### config.mk
export PLATFORM = sky130hd
export DESIGN_NAME = conv_seq_ctrl
export DESIGN_NICKNAME = d
export VERILOG_FILES = /design/src/rtl/conv_seq_ctrl.sv
export SDC_FILE = /design/constraint.sdc
export NUM_CORES = 1
export LEC_CHECK = 0
export CAP_MARGIN = 20
export CORE_MARGIN = 2
export CORE_UTILIZATION = 54
export CTS_CLUSTER_DIAMETER = 120
export DETAILED_ROUTE_END_ITERATION = 16
export PLACE_DENSITY = 0.83
export SKIP_CTS_REPAIR_TIMING = 1
export SLEW_MARGIN = 0
export SYNTH_ARGS = -nofsm -noshare
export SYNTH_HDL_FRONTEND = slang
export SYNTH_SLANG_ARGS = --single-unit
### constraint.sdc
create_clock -name clk -period 4.4 [get_ports clk]
set_clock_uncertainty 0.15 [all_clocks]
set_input_delay 0.44 -clock clk [delete_from_list [all_inputs] [get_ports clk]]
set_output_delay 0.44 -clock clk [all_outputs]
set_load 0.1 [all_outputs]
### src/rtl/conv_seq_ctrl.sv
// conv_seq_ctrl: bounded nested-loop sequencer for the convolution datapath.
// Optional busy-cycle counter is built when CONV_SEQ_PERF_EN is defined.
module conv_seq_ctrl #(
    parameter int IDX_W  = 5,
    parameter int ZIDX_W = 6,
    parameter int SIZE_W = 6
) (
    input  logic              clk,
    input  logic              rst,
    input  logic              start_i,
    input  logic [SIZE_W-1:0] size_x_i,
    input  logic [SIZE_W-1:0] size_y_i,
    output logic              busy_o,
    output logic              done_o,
    output logic [IDX_W-1:0]  x_ind_o,
    output logic [IDX_W-1:0]  y_ind_o,
    output logic              mem_rd_o,
    output logic              mac_clr_o,
    output logic              mac_en_o,
    output logic [ZIDX_W-1:0] z_ind_o,
    output logic              z_wr_o,
    output logic [15:0]       cycles_o
);

    typedef enum logic [2:0] {
        S_IDLE, S_CLR, S_ISSUE, S_DRAIN, S_WRITE, S_DONE
    } state_t;

    localparam logic [SIZE_W-1:0] MAX_SIZE = SIZE_W'(2 ** IDX_W);

    state_t            state_q, state_d;
    logic [SIZE_W-1:0] sx_q, sx_d;
    logic [SIZE_W-1:0] sy_q, sy_d;
    logic [ZIDX_W-1:0] i_q, i_d;
    logic [IDX_W-1:0]  x_q, x_d;
    logic [IDX_W-1:0]  y_q, y_d;
    logic [ZIDX_W-1:0] z_q, z_d;
    logic              en_q;

    logic [ZIDX_W-1:0] sx_m1, sy_m1, i_last, j_lo, j_hi, x_w;
    logic              start_ok;

    // x_q/y_q always hold the current j and i-j, so they double as outputs
    assign sx_m1  = ZIDX_W'(sx_q) - ZIDX_W'(1);
    assign sy_m1  = ZIDX_W'(sy_q) - ZIDX_W'(1);
    assign i_last = ZIDX_W'(sx_q) + ZIDX_W'(sy_q) - ZIDX_W'(2);
    assign j_lo   = (i_q > sy_m1) ? (i_q - sy_m1) : '0;
    assign j_hi   = (i_q < sx_m1) ? i_q : sx_m1;
    assign x_w    = ZIDX_W'(x_q);

    assign start_ok = (size_x_i != '0) && (size_x_i <= MAX_SIZE) &&
                      (size_y_i != '0) && (size_y_i <= MAX_SIZE);

    assign x_ind_o  = x_q;
    assign y_ind_o  = y_q;
    assign z_ind_o  = z_q;
    assign mac_en_o = en_q;

    // Next-state, loop bounds and strobe decode
    always_comb begin
        state_d   = state_q;
        sx_d      = sx_q;
        sy_d      = sy_q;
        i_d       = i_q;
        x_d       = x_q;
        y_d       = y_q;
        z_d       = z_q;
        busy_o    = 1'b1;
        done_o    = 1'b0;
        mem_rd_o  = 1'b0;
        mac_clr_o = 1'b0;
        z_wr_o    = 1'b0;
        unique case (state_q)
            S_IDLE: begin
                busy_o = 1'b0;
                if (start_i) begin
                    sx_d    = size_x_i;
                    sy_d    = size_y_i;
                    i_d     = '0;
                    state_d = start_ok ? S_CLR : S_DONE;
                end
            end
            S_CLR: begin
                mac_clr_o = 1'b1;
                x_d       = IDX_W'(j_lo);
                y_d       = IDX_W'(i_q - j_lo);
                state_d   = S_ISSUE;
            end
            S_ISSUE: begin
                mem_rd_o = 1'b1;
                if (x_w == j_hi) begin
                    state_d = S_DRAIN;
                end else begin
                    x_d = x_q + IDX_W'(1);
                    y_d = y_q - IDX_W'(1);
                end
            end
            S_DRAIN: begin
                z_d     = i_q;
                state_d = S_WRITE;
            end
            S_WRITE: begin
                z_wr_o = 1'b1;
                if (i_q == i_last) begin
                    state_d = S_DONE;
                end else begin
                    i_d     = i_q + ZIDX_W'(1);
                    state_d = S_CLR;
                end
            end
            S_DONE: begin
                done_o  = 1'b1;
                state_d = S_IDLE;
            end
            default: state_d = S_IDLE;
        endcase
    end

    // State, loop and index registers; mac_en is the read strobe delayed
    always_ff @(posedge clk or posedge rst) begin
        if (rst) begin
            state_q <= S_IDLE;
            sx_q    <= '0;
            sy_q    <= '0;
            i_q     <= '0;
            x_q     <= '0;
            y_q     <= '0;
            z_q     <= '0;
            en_q    <= 1'b0;
        end else begin
            state_q <= state_d;
            sx_q    <= sx_d;
            sy_q    <= sy_d;
            i_q     <= i_d;
            x_q     <= x_d;
            y_q     <= y_d;
            z_q     <= z_d;
            en_q    <= mem_rd_o;
        end
    end

`ifdef CONV_SEQ_PERF_EN
    logic [15:0] cyc_q, cyc_d;

    // Busy-cycle counter: cleared on accepted start, saturating
    always_comb begin
        cyc_d = cyc_q;
        if (state_q == S_IDLE && start_i) begin
            cyc_d = '0;
        end else if (busy_o && cyc_q != 16'hFFFF) begin
            cyc_d = cyc_q + 16'd1;
        end
    end

    // Counter register
    always_ff @(posedge clk or posedge rst) begin
        if (rst) begin
            cyc_q <= '0;
        end else begin
            cyc_q <= cyc_d;
        end
    end

    assign cycles_o = cyc_q;
`else
    assign cycles_o = '0;
`endif

endmodule

==> impl_metrics.toml <==
[timing]
hold_viol_final = 0
rsz0062_at_grt = "false"
fin_crit_sh_pct = 86.8
holdWs_ps = 202
finalMaxSlewViolations = 0
min_period_ps = 3820
finalSetupTns_ps = 0
max_freq_ghz = 0.262
maxSlewHeadroom_pct = 34.5
worst_slew_pin_slew_ps = 980
setup_viol = 0

[worst_setup_path]
required_ps = 4450
crit_start = "i_q[0]"
rr_endpoint = "y_ind_o[4]"
rr_worst_depth = 16
r2r_start = "i_q[0]"
crit_path_end_kind = "register"
cp-start-kind = "register"
r2r_slack_ps = 580
crit_type = "reg -> reg"
arrival_ps = 3870
crit_fanout = 7

[route]
vias = 2513
drt-initial-drc-count = 212
routedWlPerCell_um = 14.9
ant_nets = 0
drc = 0
dr.pass1.iters = 4
vias_per_cell = 5.58
routed_wl_mm = 6.73

[synth]
synth_area_um2 = 3040
syn_inst = 343
synth_warnings = 0
syn_avg_cell_area_um2 = 8.87
synth_sequential_area_ratio_pct = 31.3
yosysTopAreaCell = "dfrtp_1"
ys_top_cells_by_count = "dfrtp_1 (38), nand2_1 (38), inv_1 (34), ha_1 (29), xnor2_1 (20)"
synthDistinctLibCells = 53
synthFlopType = "dfrtp_1"
async_reset_ff_share_pct = 100
synth_top_area_share_pct = 31.3
yosys-top-cells-area = "dfrtp_1 (31%), ha_1 (12%), xnor2_1 (5.8%), xor2_1 (4.9%), nand2_1 (4.7%)"
synth_edf_count = 0
ys_ff_latch = 38

[cts]
cts_tree = "done"
clock-root-buffer = "clkbuf_8"
clk_path_buf_depth = 2
clock_latency_ps = 310
cts_inserted_buffers = 5
clock-sinks = 38
clkTransAtPathRegs_ps = 90
cts_max_level = 2

[die]
die_h_um = 79.1
initial_core_util_pct = 55.6
row_count = 27
die_w_um = 79.1
dieArea_um2 = 6250
core_area_um2 = 5470
ios = 53

[global_routing]
track_usage_pct = 22.6
antenna_found_initial = 0
grt_pass1_vias = 2409
grt_overflow = 0
grt_max_degree = 28
grt_pass1_wl_mm = 11.1

[layout]
fin_nets = 424
postLayoutCellArea_um2 = 3560
drive_above_1_share_pct = 7.14
syn_to_final_growth_pct = 17.1
diodes = 0
fin_cells = 450

[run]
max_cap_violations = 0

[min_path]
min_path_type = "in -> async"

[placed_design]
dpl_cell_area_um2 = 3400
port_buffers = 36
place.gp.congestion = 0.854
dp_hpwl_mm = 5.03
placed_cells = 441

[outcome]
status = "finished, final reports clean"
## state kept, by name, summed over array words and instances, names as in the netlist
name / cells
i_q: 6
sx_q: 6
sy_q: 6
z_ind_o: 6
x_ind_o: 5
y_ind_o: 5
state_q: 3
mac_en_o: 1
## cell usage in the layout (no fill, tap or decap), types with 4 or more instances in the layout
cell and count:
a21o_1 5, a21oi_1 14, clkbuf_8 5, clkdlybuf4s50_1 36, conb_1 16, dfrtp_1 38, ha_1 29, inv_1 34
mux2_2 6, nand2_1 38, nand3_1 4, nand4_1 5, nor2_1 18, o21a_1 4, o21ai_0 18, o31a_1 4
xnor2_1 20, xor2_1 17
## layout make-up
type | count | area (µm²)
timing repair buffer | 40 | 410
sequential | 38 | 951
clock buffer | 5 | 68.8
clock inverter | 3 | 68.8
inverter | 35 | 131
multi-input combinational | 257 | 1840
fill | 475 | 1910
tap | 72 | 90.1
## stage by stage
stage          setup WS, ps  utilization (%)
2_1_floorplan           948                -
3_3_place_gp            682             62.1
3_5_place_dp            635             62.1
4_1_cts                 600             64.6
5_1_grt                 265             65.1
6_report                580             65.1
## worst max-delay path, stage by stage (launching register included)
cell and delay (ps):
dfrtp_1 510, inv_1 160, ha_1 240, fa_1 420
nor2b_1 160, o31a_1 170, o31a_1 220, nor2b_1 220
ha_1 170, inv_1 60, fa_1 390, a21o_1 200
a21oi_1 170, xnor2_1 150, xnor2_1 150, a2bb2oi_1 80
o21a_1 100
## worst max-delay path by stage
stage | end | slack [ps] | cells after the start
final | y_ind_o[4] | 580 | 16
after global routing | x_ind_o[1] | 270 | 11
after CTS | y_ind_o[4] | 600 | 16
after detailed placement | y_ind_o[4] | 630 | 16
after global placement | y_ind_o[4] | 680 | 16
after floorplan | y_ind_o[4] | 950 | 17
## layer usage
metal	global-route usage, %	part of all wire [%]
met4	7.59	1.2
met2	38.4	50
met1	29.0	43
met3	3.98	6.0
met5	0	0
## logic make-up after synthesis
family	synth area share [%]
other	0.123
multiplexers	2.55
AO/OA/AOI/OAI	17.0
XOR/XNOR	10.6
AND/OR/NAND/NOR	14.5
buffers and inverters	10.0
adder cells (fa/ha/maj)	13.9
flip-flops	31.2
Power is not shown: default switching activity piles up to over one toggle a cycle in this logic, so the estimate is an artifact.
